$ cat src/rtl/ram_datapath_ctrl_pkg.sv
// Shared definitions for the ram_datapath sequencer: opcodes, ALU function selects,
// FSM states and the packed control word passed from the decoder to the top level.
package ram_datapath_ctrl_pkg;

  localparam logic [3:0] OP_ADD  = 4'd0;
  localparam logic [3:0] OP_SUB  = 4'd1;
  localparam logic [3:0] OP_ADDI = 4'd2;
  localparam logic [3:0] OP_AND  = 4'd3;
  localparam logic [3:0] OP_ORR  = 4'd4;
  localparam logic [3:0] OP_LDUR = 4'd5;
  localparam logic [3:0] OP_STUR = 4'd6;
  localparam logic [3:0] OP_CBZ  = 4'd7;
  localparam logic [3:0] OP_BR   = 4'd8;

  // FS[4:2] picks the function, FS[1] inverts B, FS[0] inverts A.
  localparam logic [4:0] FS_AND = 5'b00000;
  localparam logic [4:0] FS_OR  = 5'b00100;
  localparam logic [4:0] FS_ADD = 5'b01000;
  localparam logic [4:0] FS_SUB = 5'b01010;

  localparam logic [4:0] XZR = 5'd31;

  typedef enum logic [2:0] {
    S_IDLE, S_EXEC, S_LD_ADDR, S_LD_WAIT, S_ST, S_CBZ, S_BR, S_ILL
  } state_t;

  typedef struct packed {
    logic       w, en_b, en_alu, en_addr, k_sel, pc_sel, c0, cs, we, oe;
    logic [4:0] sa, sb, da, fs;
    logic       pc_load, done, illegal;
  } ctrl_word_t;

  localparam int CW_W = $bits(ctrl_word_t);

  function automatic state_t dispatch(input logic [3:0] op);
    case (op)
      OP_ADD, OP_SUB, OP_ADDI, OP_AND, OP_ORR: return S_EXEC;
      OP_LDUR: return S_LD_ADDR;
      OP_STUR: return S_ST;
      OP_CBZ:  return S_CBZ;
      OP_BR:   return S_BR;
      default: return S_ILL;
    endcase
  endfunction

endpackage

$ cat src/rtl/ram_datapath_ctrl_decode.sv
// Purely combinational map of {state, latched instruction, Z flag} to the datapath control word.
// Every field not driven by the current state stays at 0 (the NOP word).
module ctrl_word_decode
  import ram_datapath_ctrl_pkg::*;
#(
  parameter int DW = 64
) (
  input  logic [2:0]      state,
  input  logic [3:0]      op,
  input  logic [4:0]      rd,
  input  logic [4:0]      rn,
  input  logic [4:0]      rm,
  input  logic [DW-1:0]   imm,
  input  logic            status_z,
  input  logic            cnt_zero,
  output logic [CW_W-1:0] cw,
  output logic [DW-1:0]   k
);

  ctrl_word_t c;

  always_comb begin
    // NOTE: every output gets a default before the case so no path can infer a latch.
    c = '0;
    k = '0;
    case (state_t'(state))
      S_EXEC: begin
        c.sa     = rn;
        c.sb     = rm;
        c.da     = rd;
        k        = imm;
        c.k_sel  = (op == OP_ADDI);
        c.en_alu = 1'b1;
        c.w      = (rd != XZR);
        c.done   = 1'b1;
        case (op)
          OP_SUB: begin
            c.fs = FS_SUB;
            c.c0 = 1'b1;
          end
          OP_AND:  c.fs = FS_AND;
          OP_ORR:  c.fs = FS_OR;
          default: c.fs = FS_ADD;
        endcase
      end
      S_LD_ADDR, S_LD_WAIT: begin
        c.sa      = rn;
        k         = imm;
        c.k_sel   = 1'b1;
        c.fs      = FS_ADD;
        c.en_addr = 1'b1;
        c.cs      = 1'b1;
        // The wait cycles keep the address on the bus and open the RAM output.
        if (state_t'(state) == S_LD_WAIT) begin
          c.oe   = 1'b1;
          c.da   = rd;
          c.w    = cnt_zero && (rd != XZR);
          c.done = cnt_zero;
        end
      end
      S_ST: begin
        c.sa      = rn;
        k         = imm;
        c.k_sel   = 1'b1;
        c.fs      = FS_ADD;
        c.en_addr = 1'b1;
        c.sb      = rd;
        c.en_b    = 1'b1;
        c.cs      = 1'b1;
        c.we      = 1'b1;
        c.done    = 1'b1;
      end
      S_CBZ: begin
        c.sa      = rd;
        c.k_sel   = 1'b1;
        c.fs      = FS_ADD;
        c.pc_load = status_z;
        c.done    = 1'b1;
      end
      S_BR: begin
        c.sa      = rn;
        c.pc_sel  = 1'b1;
        c.pc_load = 1'b1;
        c.done    = 1'b1;
      end
      S_ILL: begin
        c.done    = 1'b1;
        c.illegal = 1'b1;
      end
      default: ;
    endcase
    cw = c;
  end

endmodule

$ cat src/rtl/ram_datapath_ctrl.sv
// Multi-cycle sequencer driving ram_datapath's control inputs: one instruction per handshake,
// FSM + instruction register + read-latency counter here, control word from ctrl_word_decode.
module ram_datapath_ctrl
  import ram_datapath_ctrl_pkg::*;
#(
  parameter int RD_LAT = 1,
  parameter int DW     = 64
) (
  input  logic          clk,
  input  logic          rst,
  input  logic          instr_valid,
  output logic          instr_ready,
  input  logic [3:0]    op,
  input  logic [4:0]    rd,
  input  logic [4:0]    rn,
  input  logic [4:0]    rm,
  input  logic [DW-1:0] imm,
  input  logic [3:0]    Status,
  output logic          W,
  output logic          EN_B,
  output logic          EN_ALU,
  output logic          EN_ADDR,
  output logic          K_SEL,
  output logic          PC_SEL,
  output logic          C0,
  output logic          CS,
  output logic          WE,
  output logic          OE,
  output logic [4:0]    SA,
  output logic [4:0]    SB,
  output logic [4:0]    DA,
  output logic [4:0]    FS,
  output logic [DW-1:0] K,
  output logic          pc_load,
  output logic          done,
  output logic          illegal
);

  localparam logic [2:0] CNT_INIT = 3'(RD_LAT - 1);

  state_t        state, state_nx;
  logic [3:0]    op_q;
  logic [4:0]    rd_q, rn_q, rm_q;
  logic [DW-1:0] imm_q;
  logic [2:0]    cnt;
  logic [CW_W-1:0] cw;
  ctrl_word_t    cw_s;

  // Only the Z flag steers this sequencer; V, C and N are for other consumers.
  logic status_unused;
  assign status_unused = &{1'b0, Status[3:1]};

  assign instr_ready = (state == S_IDLE);

  always_ff @(posedge clk or posedge rst) begin
    // NOTE: sequential state uses non-blocking assignments so all registers update together.
    if (rst) begin
      state <= S_IDLE;
      op_q  <= '0;
      rd_q  <= '0;
      rn_q  <= '0;
      rm_q  <= '0;
      imm_q <= '0;
      cnt   <= '0;
    end else begin
      state <= state_nx;
      if (instr_valid && instr_ready) begin
        op_q  <= op;
        rd_q  <= rd;
        rn_q  <= rn;
        rm_q  <= rm;
        imm_q <= imm;
      end
      if (state == S_LD_ADDR)
        cnt <= CNT_INIT;
      else if (state == S_LD_WAIT && cnt != 3'd0)
        cnt <= cnt - 3'd1;
    end
  end

  always_comb begin
    state_nx = state;
    case (state)
      S_IDLE:    if (instr_valid) state_nx = dispatch(op);
      S_LD_ADDR: state_nx = S_LD_WAIT;
      S_LD_WAIT: if (cnt == 3'd0) state_nx = S_IDLE;
      default:   state_nx = S_IDLE;
    endcase
  end

  ctrl_word_decode #(.DW(DW)) u_decode (
    .state    (state),
    .op       (op_q),
    .rd       (rd_q),
    .rn       (rn_q),
    .rm       (rm_q),
    .imm      (imm_q),
    .status_z (Status[0]),
    .cnt_zero (cnt == 3'd0),
    .cw       (cw),
    .k        (K)
  );

  assign cw_s    = ctrl_word_t'(cw);
  assign W       = cw_s.w;
  assign EN_B    = cw_s.en_b;
  assign EN_ALU  = cw_s.en_alu;
  assign EN_ADDR = cw_s.en_addr;
  assign K_SEL   = cw_s.k_sel;
  assign PC_SEL  = cw_s.pc_sel;
  assign C0      = cw_s.c0;
  assign CS      = cw_s.cs;
  assign WE      = cw_s.we;
  assign OE      = cw_s.oe;
  assign SA      = cw_s.sa;
  assign SB      = cw_s.sb;
  assign DA      = cw_s.da;
  assign FS      = cw_s.fs;
  assign pc_load = cw_s.pc_load;
  assign done    = cw_s.done;
  assign illegal = cw_s.illegal;

endmodule
$ cat config.mk
export PLATFORM = sky130hd
export DESIGN_NAME = ram_datapath_ctrl
export DESIGN_NICKNAME = d
export VERILOG_FILES = /design/src/rtl/ram_datapath_ctrl_pkg.sv /design/src/rtl/ram_datapath_ctrl_decode.sv /design/src/rtl/ram_datapath_ctrl.sv
export SDC_FILE = /design/constraint.sdc
export NUM_CORES = 1
export LEC_CHECK = 0
export ABC_AREA = 0
export CORE_ASPECT_RATIO = 0.9
export CORE_UTILIZATION = 30
export DETAILED_ROUTE_END_ITERATION = 8
export DONT_BUFFER_PORTS = 1
export RECOVER_POWER = 25
export SLEW_MARGIN = 30
export SYNTH_ARGS = -nofsm -noshare
export SYNTH_HDL_FRONTEND = slang
export SYNTH_SLANG_ARGS = --single-unit
$ cat constraint.sdc
create_clock -name clk -period 3.6 [get_ports clk]
set_input_delay 0.72 -clock clk [delete_from_list [all_inputs] [get_ports clk]]
set_output_delay 0.72 -clock clk [all_outputs]
set_load 0.01 [all_outputs]
## Word-level counts from Yosys, hierarchy flattened

Memories as Yosys holds them, arrays and structs flattened.
Index checks and enable logic that the tools add are counted.

| storage, ports and cells | value |
|---|---|
| flip-flop bits (word level) | 89 |
| memories kept | 1 |
| output and inout port bits | 98 |
| input port bits | 90 |
| memory bits (read-only) | 48 |

| cells by class | value |
|---|---|
| reductions and logical operators | 14 |
| add/subtract/negate cells | 1 |
| equality and inequality tests | 14 |
| muxes and demuxes | 27 |

Memories:

| name | depth | width | rd ports | clocked after memory_dff | write ports | RTL line | RTL |
|---|---|---|---|---|---|---|---|
| (name not given) | 16 | 3 | 1 | 0 | 0 | ram_datapath_ctrl_pkg.sv:36 | `case (op)` |

Operators by type and width:

| kind | count |
|---|---|
| $mux W64 | 1 |
| $pmux W5 S2 | 3 |
| $eq A3 B3 Y1 const B | 4 |
| $mux W3 | 4 |
| $pmux W4 S3 | 1 |
| $mux W1 | 11 |
| $reduce_or A5 Y1 | 2 |
| $pmux W3 S3 | 1 |
| $eq A4 B2 Y1 const B | 2 |
| $pmux W1 S2 | 4 |
| $pmux W4 S2 | 1 |
| $reduce_or A4 Y1 | 2 |
| $eq A3 B2 Y1 const B | 2 |
| $logic_not A3 Y1 | 2 |
| $mux W5 | 1 |
| $ne A5 B5 Y1 const B | 1 |
| $eq A4 B1 Y1 const B | 1 |
| $eq A4 B3 Y1 const B | 1 |
| $eq A3 B1 Y1 const B | 1 |
| $logic_and A1 B1 Y1 | 3 |
| $reduce_bool A3 Y1 | 1 |
| $reduce_or A3 Y1 | 1 |
| $sub A3 B1 Y3 const B | 1 |
| $ne A2 B1 Y1 const B | 1 |
| 4 further kinds | 4 |

## Depth between registers and ports, before layout

Gate-level depths: netlist (run 1).

| depth | value |
|---|---|
| depth after elaboration | 4 |
| depth in mapped cells | 6 |

## Modules after synthesis

Synthesis (run 1) repeated with hierarchy kept, for this count alone.

| unflattened totals | value |
|---|---|
| cells, all modules | 360 |
| area, all modules | 4724.5 um^2 |

By module, submodules not included:

| module | instances | cells an instance | area each (um^2) | seq. area each (um^2) |
|---|---|---|---|---|
| ram_datapath_ctrl | 1 | 219 | 3802.4 | 2227.1 |
| ctrl_word_decode | 1 | 141 | 922.1 | 0.0 |

## Worst setup path after synthesis (run 1)

No wires, ideal clock.

| timing | value |
|---|---|
| path type | reg2out |
| start | reg state[1] |
| end | out FS[3] |
| path buffers | 0 |
| arrival | 1490 ps |
| cell stages (with the launch flop) | 3 |
| path slack | 1390 ps |
| cells stage by stage | dfrtp_1 -> or3b_2 -> o311ai_0 |

| on the way | value |
|---|---|
| longest elaborated chain between the ends | 3 |
| elaborated cells on any way between the ends | 7 |

RTL lines:

| item | RTL line | RTL |
|---|---|---|
| from (decl) | ram_datapath_ctrl.sv:41 | `state_t state, state_nx;` |
| from (signal assigned) | ram_datapath_ctrl.sv:66 | `state <= state_nx;` |
| $eq A3 B2 Y1 or $eq A3 B3 Y1 (tied branches) | ram_datapath_ctrl_decode.sv:26 | `case (state_t'(state))` |
| $reduce_or A4 Y1 (no line) | - |  |
| $pmux W4 S2 * | ram_datapath_ctrl_decode.sv:26 |  |
| to (decl) | ram_datapath_ctrl.sv:32 | `output logic [4:0] FS,` |

Mark *: on every way between the ends. The rest lies on a longest branch, timed or not.

## Worst setup path after layout (run 1)

| timing | value |
|---|---|
| start | reg state[1] |
| end | out K[15] |

| on the way | value |
|---|---|
| longest elaborated chain between the ends | 3 |
| elaborated cells on any way between the ends | 6 |

RTL lines:

| item | RTL line | RTL |
|---|---|---|
| $eq A3 B2 Y1 (tied with other cells) | ram_datapath_ctrl_decode.sv:26 |  |
| $reduce_or A4 Y1 (no line) * | - |  |
| $mux W64 * | ram_datapath_ctrl_decode.sv:26 |  |
| to (decl) | ram_datapath_ctrl.sv:33 | `output logic [DW-1:0] K,` |

Marked as above.

==> run summary, run 1 <==
The clock period minus final worst setup slack came out at 3.12 ns. On the final layout, the worst clock skew is 0.00393 ns. On the critical path, the stage with the largest delay is an instance of sky130_fd_sc_hd__dfrtp_1. The async set-or-reset flop fraction in the synthesized netlist came out at 100%. The iteration-0 DRC count of the detailed router came out at 88. In this run the critical register-to-register path is launched from state[0]. The summed negative setup slack over all endpoints is 0 ns. The count of nets after finishing came out at 433.

After clock tree synthesis, the clock-pin slew on the worst setup and hold paths is 0.06 ns. The worst setup path is captured at a primary output. The number of max-capacitance violations reported is 1.

For this run, the leading register cell type out of synthesis is sky130_fd_sc_hd__dfrtp_1. The endpoint identified for the worst register-to-register timing path is imm_q[59]. The count of standard-cell rows came out at 42.

Counting the fill cells in the layout gives 1466. The required time of the critical path came out at 2.88 ns. The number of antenna violations at the first check in global routing came out at 0. In the routed layout, each cell is associated on average with a via count of 4.85.

From bottom edge to top edge, the die measures 120 µm. In the final layout, the multi-input gates occupy 0.00213 mm². The register area share after synthesis is 48.3%. The maximum count of clock buffers along a single path is 2.

The maximum VDD drop is 0.621 mV. The post-synthesis instance area came out at 0.00461 mm². The critical path ends at K[15]. In this run the number of H-tree levels came out at 3. The number of synthesized register bits is 89.

The die outline area came out at 0.0159 mm². The library cells used most frequently in the layout, excluding fill and tap cells, are 89 x sky130_fd_sc_hd__dfrtp_1, 70 x sky130_fd_sc_hd__and2_1, 59 x sky130_fd_sc_hd__mux2_4, 24 x sky130_fd_sc_hd__mux2_2, 14 x sky130_fd_sc_hd__a22o_1. Across all layers, the routed design uses 2623 vias. Static timing analysis puts the maximum clock frequency at 321 MHz.

After detailed routing, the average wire length per cell comes to 17.3 µm. Setup repair after global routing left no endpoint under its margin. The number of buffers added for setup after CTS came out at 0. The initial cell density of the core came out at 31.0%. The core region is 0.0149 mm². The final RePlAce weighted congestion came out at 0.750. The detail route stage leaves a number of antenna-violating nets equal to 0. Tracing the worst setup path back leads to its startpoint at state[1]. The clock net in this run drives a total of 89 sinks.

The die outline width came out at 133 µm. The worst hold path class is flop to flop. The antenna diode count came out at 0.

188 I/O pins were placed. The slew at the pin closest to its max-slew limit is 1.92 ns. The number of cells produced by synthesis came out at 347. The final max-slew violation count is 44. The final hold violation count came out at 0. The post-cts sizing count is 0. The static power due to leakage came out at 2.17 nW.

Counting cells, the worst reg-to-reg path comes to 5. The total length of routed wires came out at 9380 µm. The CTS tree is done. The final reports fail on max-capacitance violations, max-slew violations. The synthesized area per cell came out at 13.3 µm². The relative area change from synthesis to final layout came out at 7.96%. The number of port buffers came out at 0. Of the available clock period, the critical path in the final layout requires 86.6%.

Across all register-to-register paths, the minimum setup slack is 1.18 ns. The number of distinct library cells after synthesis came out at 38. For this run, design rule violations remaining after detail routing come to 0. The source-to-sink clock delay at the later pin of the worst-skew pair came out at 0.34 ns. The number of flops mapped to enable cells by yosys came out at 0. In the final layout, flip-flops and latches occupy 0.00223 mm².

Total power for the finished layout comes to 5.02 mW. The total overflow left after global routing is 0. The maximum fanout along the worst path came out at 36. The ratio of cells with drive above 1 in the final layout is 31.5%. The tree is rooted in a sky130_fd_sc_hd__clkbuf_16. The quantity of hold-fixing buffers added after cts is 0. In this run the power density over the cells is 1010 mW/mm². The data arrival time of the critical path is 2.40 ns.

The overall fraction of global-route tracks in use came out at 12.1%. The worst setup path is launched from a flop. The number of warnings issued by yosys came out at 0. The pin count of the biggest net entering global routing came out at 85.

The critical path goes through nor3_2, nor2_4, buf_4, and2_1. The number of buffers inserted during clock tree synthesis came out at 9. The classification of the worst setup path is flop to primary output. The worst slew slack as a fraction of its limit is -28.7%.

The detailed-routing iteration count for the pre-antenna-repair pass is 4. The detailed placement HPWL is 6350 µm. The number of failing setup endpoints in the final timing report came out at 0. The most common cell after layout, fill and taps aside is sky130_fd_sc_hd__dfrtp_1. The via count of the first global-routing pass is 2748.

The largest single stage delay on the critical path is 0.67 ns. The global-route wire length before repair came out at 14900 µm. The run finished, with violations left.
[cells by family (layout without fill, tap and decap cells)]
logic type	after synthesis	in the layout	synth area share, %
fa+ha+maj	4	4	1.09
mux	84	84	25.3
flops	89	89	48.3
compound gates	29	29	4.78
simple gates	108	108	14.8
buf+inv	32	27	5.62
other cells	1	2	0.0814
[power by group]
| part | internal [mW] | total [mW] | leakage, nW | switching (mW) |
|---|---|---|---|---|
| combinational | 1.14 | 2.25 | 0.970 | 1.11 |
| sequential | 1.50 | 1.84 | 1.06 | 0.347 |
| clock | 0.551 | 0.927 | 0.144 | 0.376 |
| total | 3.19 | 5.02 | 2.17 | 1.83 |
[area by class of cell]
cell class,count,share of cell area (%)
clock buffers,10,4.80
clock inverters,5,1.13
inverters,8,0.629
multi-input cells,227,42.9
flip-flops and latches,89,44.8
well taps,198,4.98
repair buffers,4,0.805
[metrics by stage]
stage / cell area, µm² / worst slack (ns) / hold slack (ns) / instances / utilization, %
2_1_floorplan: 4610 / 0.573 / 0.472 / 348 / -
3_3_place_gp: 4690 / 0.878 / 0.483 / 526 / 31.6
3_5_place_dp: 4690 / 0.800 / 0.484 / 526 / 31.6
4_1_cts: 4990 / 0.411 / 0.404 / 541 / 33.6
5_1_grt: 4970 / 0.257 / 0.492 / 541 / 33.5
6_report: 4970 / 0.484 / 0.501 / 541 / 33.5
[how the worst min path moves through the flow]
stage | start | endpoint | slack (ns) | depth (start not counted)
finish | imm_q[54] | imm_q[54] | 0.50 | 1
CTS | rst | imm_q[57] | 0.40 | 1
floorplan | imm_q[40] | imm_q[40] | 0.47 | 1
global placement | imm_q[46] | imm_q[46] | 0.48 | 1
detailed placement | imm_q[39] | imm_q[39] | 0.48 | 1
global route | imm[33] | imm_q[33] | 0.49 | 1
[Yosys cell counts (4+ instances only)]
| cell type | count | area [µm²] |
|---|---|---|
| sky130_fd_sc_hd__a22o_1 | 14 | 123 |
| sky130_fd_sc_hd__and2_1 | 70 | 438 |
| sky130_fd_sc_hd__buf_12 | 7 | 140 |
| sky130_fd_sc_hd__buf_4 | 6 | 45.0 |
| sky130_fd_sc_hd__clkbuf_1 | 9 | 33.8 |
| sky130_fd_sc_hd__dfrtp_1 | 89 | 2230 |
| sky130_fd_sc_hd__ha_1 | 4 | 50.1 |
| sky130_fd_sc_hd__inv_1 | 8 | 30.0 |
| sky130_fd_sc_hd__mux2_2 | 24 | 270 |
| sky130_fd_sc_hd__mux2_4 | 59 | 886 |
| sky130_fd_sc_hd__nand2_1 | 4 | 15.0 |
| sky130_fd_sc_hd__nand2b_1 | 4 | 25.0 |
| sky130_fd_sc_hd__nor2_1 | 6 | 22.5 |
[sequential cells by signal (all words and copies together), names as in the netlist]
signal and cells:
state 3, cnt 3, imm_q 64, rd_q 5, rm_q 5, rn_q 5, op_q 4
[critical path: cells and delay by family, from the launching register on]
kind	cells	cell delay (ns)
and+or+nand+nor	3	1.00
DFF	1	0.67
buffers and inverters	1	0.37
[routing by layer]
metal / share of wire [%] / global-route usage (%)
met2: 48 / 19.4
met4: 1.2 / 4.38
met1: 43 / 14.2
met5: 0 / 0
met3: 8.3 / 5.58
Note: power is estimated with default switching activity, not from simulation.
==> run 2: changes to the inputs <==
--- a/config.mk
+++ b/config.mk
@@ -7,6 +7,7 @@
 export LEC_CHECK = 0
 export ABC_AREA = 0
 export CORE_ASPECT_RATIO = 0.9
+export CORE_MARGIN = 10
 export CORE_UTILIZATION = 30
 export DETAILED_ROUTE_END_ITERATION = 8
 export DONT_BUFFER_PORTS = 1
==> run 2 against run 1 <==
The flow still finishes with violations (max-capacitance violations, max-slew violations). First-iteration DRC count decreased by 20%. Wire length increased by 23%. Flip-flop and latch count unchanged. Sequential power about the same. Largest cell class unchanged.
==> run summary, run 2 (synthesis results as in run 1) <==
The final cycle utilization of the critical path came out at 88.3%. The area of the core region came out at 0.0149 mm². The worst setup path is launched from a flop. The worst slew slack as a fraction of its limit came out at -25.4%. Buffers inserted to repair hold after CTS numbered 0.

The total power consumption of the routed design came out at 5.11 mW. At the end of the flow, the number of nets in the layout was 434. The clock transition at the register clock pins on the worst setup and hold paths after CTS is 0.06 ns.

Setup slack on the critical path of the routed design comes to 0.420 ns. In this run the tool buffered the top-level ports with 0 buffer cells. The number of gates resized after CTS was 0. The finished layout cell area is 0.00499 mm². The number of antenna violations at the first check in global routing is 2.

The worst setup path is of the flop to primary output kind. The antenna diode count came out at 0. The level count of the clock H-tree came out at 3. The wire length per cell after detailed routing came out at 21.3 µm. For this configuration, the core starts out at a cell density of 31.0%. The ratio of cells with drive above 1 in the final layout came out at 31.9%. The mean number of vias per cell came out at 4.82. TritonCTS built the clock tree. The maximum count of clock buffers along a single path is 2. The signal on the critical path passes through nor3_2, nor2_4, buf_4, and2_1. Setup repair after global routing left no endpoint under its margin. The number of max-capacitance violations reported is 1.

The total power divided by cell area is 1020 mW/mm². The number of placed cells counting well taps is 527. The top cell types in the final layout, fill and taps aside, are 89 x sky130_fd_sc_hd__dfrtp_1, 70 x sky130_fd_sc_hd__and2_1, 59 x sky130_fd_sc_hd__mux2_4, 24 x sky130_fd_sc_hd__mux2_2, 14 x sky130_fd_sc_hd__a22o_1. The relative area change from synthesis to final layout is 8.25%. The startpoint identified for the worst hold timing path is imm_q[45]. The final hold violation count came out at 0. The remaining global-route overflow is 0. 188 I/O pins were placed. The cell area reported after detailed placement is 0.00469 mm². The via count of the first global-routing pass came to 2886. The worst hold path class is flop to flop. The source-to-sink clock delay at the later pin of the worst-skew pair came out at 0.34 ns. The final core utilization is 33.5%. The pin count of the biggest net entering global routing came out at 90. The largest individual stage delay along the critical path comes from the cell sky130_fd_sc_hd__dfrtp_1. The maximum VDD drop is 0.645 mV. The overall fraction of global-route tracks in use is 11.2%. The routed design has 11600 µm of wire.

The detailed placement HPWL is 8630 µm. The setup clock skew after layout came out at 0.00452 ns. The clock tree root buffer cell is sky130_fd_sc_hd__clkbuf_16. The register with the most flip-flops in the layout has 64 of them. The worst setup path is captured at a primary output. The timing-limited maximum frequency is 314 MHz.

The non-filler instance count after layout came out at 543. The detailed-routing iteration count for the pre-antenna-repair pass is 4. The final RePlAce weighted congestion came out at 0.751.

The die outline area is 0.0207 mm². The iteration-0 DRC count of the detailed router came out at 70. The maximum fanout along the worst path is 25. The post-detailed-route DRC marker count came out at 0. The worst register-to-register path begins at state[0]. The number of buffers added for setup after CTS came out at 0. The final reports fail on max-capacitance violations, max-slew violations. On the worst path, the slowest cell contributes a delay of 0.78 ns. The count of standard-cell rows is 42.

The slew at the pin closest to its max-slew limit came out at 1.88 ns. The clock period minus final worst setup slack came out at 3.18 ns. The die outline width is 151 µm. Ranked by flip-flop count, first place goes to imm_q. The number of buffers inserted during clock tree synthesis came out at 9. The data arrival time of the critical path is 2.46 ns. The summed negative setup slack over all endpoints came out at 0 ns. The die is 138 µm tall.

The global-route wire length before repair came out at 17700 µm. The total via count in the routed design is 2617. The most critical setup path has its startpoint at state[0].

For this design the static power due to leakage is 2.17 nW. The flow ran to the end, but the final reports show violations. The post-placement setup slack is 0.718 ns.

The number of failing setup endpoints in the final timing report is 0. The most common cell after layout, fill and taps aside is sky130_fd_sc_hd__dfrtp_1. The remaining antenna violation count is 0. The number of clock sinks is 89.

The worst hold margin is 0.498 ns. The final max-slew violation count came out at 90. The required time of the critical path came out at 2.88 ns.
==> run 2: cell types whose count changed in the layout (fill, tap and decap cells not counted) <==
| cell | previous run | this run |
|---|---|---|
| sky130_fd_sc_hd__clkinvlp_4 | 1 | 4 |
| sky130_fd_sc_hd__buf_4 | 2 | 4 |
| sky130_fd_sc_hd__clkbuf_2 | 1 | 0 |
| sky130_fd_sc_hd__clkbuf_8 | 1 | 0 |
| sky130_fd_sc_hd__clkinvlp_2 | 1 | 0 |
==> run 2: layout make-up <==
| class | instances | area (µm²) |
|---|---|---|
| clock buffer | 9 | 225 |
| clock inverter | 7 | 71.3 |
| fill | 1471 | 9880 |
| inverter | 8 | 33.8 |
| multi-input combinational | 227 | 2130 |
| sequential | 89 | 2230 |
| tap | 198 | 248 |
| timing repair buffer | 5 | 50.0 |
==> run 2: final timing paths <==
path                        endpoint  cells past startpoint  slack, ns
max                             K[5]                      4       0.42
min                        imm_q[45]                      1       0.50
max reg2reg                imm_q[58]                      4       1.03
min reg2reg                imm_q[45]                      1       0.50
max in group asynchronous  imm_q[56]                      1       1.85
min in group asynchronous  imm_q[18]                      1       0.79
==> run 2: power breakdown <==
part | total [mW] | switching, mW | internal [mW] | leakage (nW)
Clock | 0.934 | 0.398 | 0.536 | 0.137
Sequential | 1.87 | 0.374 | 1.50 | 1.06
Combinational | 2.30 | 1.15 | 1.15 | 0.976
Total | 5.11 | 1.93 | 3.18 | 2.17
==> run 2: worst max-delay path, delay by kind of cell (launching register included) <==
| family | cells | cell delay [ns] |
|---|---|---|
| AND/OR/NAND/NOR | 3 | 0.98 |
| flip-flops | 1 | 0.78 |
| buffers and inverters | 1 | 0.33 |
==> run 2: routing by layer <==
metal | global-route usage [%] | vias to the layer above | wire (µm)
met3 | 6.66 | 12 | 1160
met4 | 2.67 | 2 | 107
met2 | 18.2 | 89 | 5820
met5 | 0 | - | 20
li1 | - | 1175 | -
met1 | 12.3 | 1339 | 4440
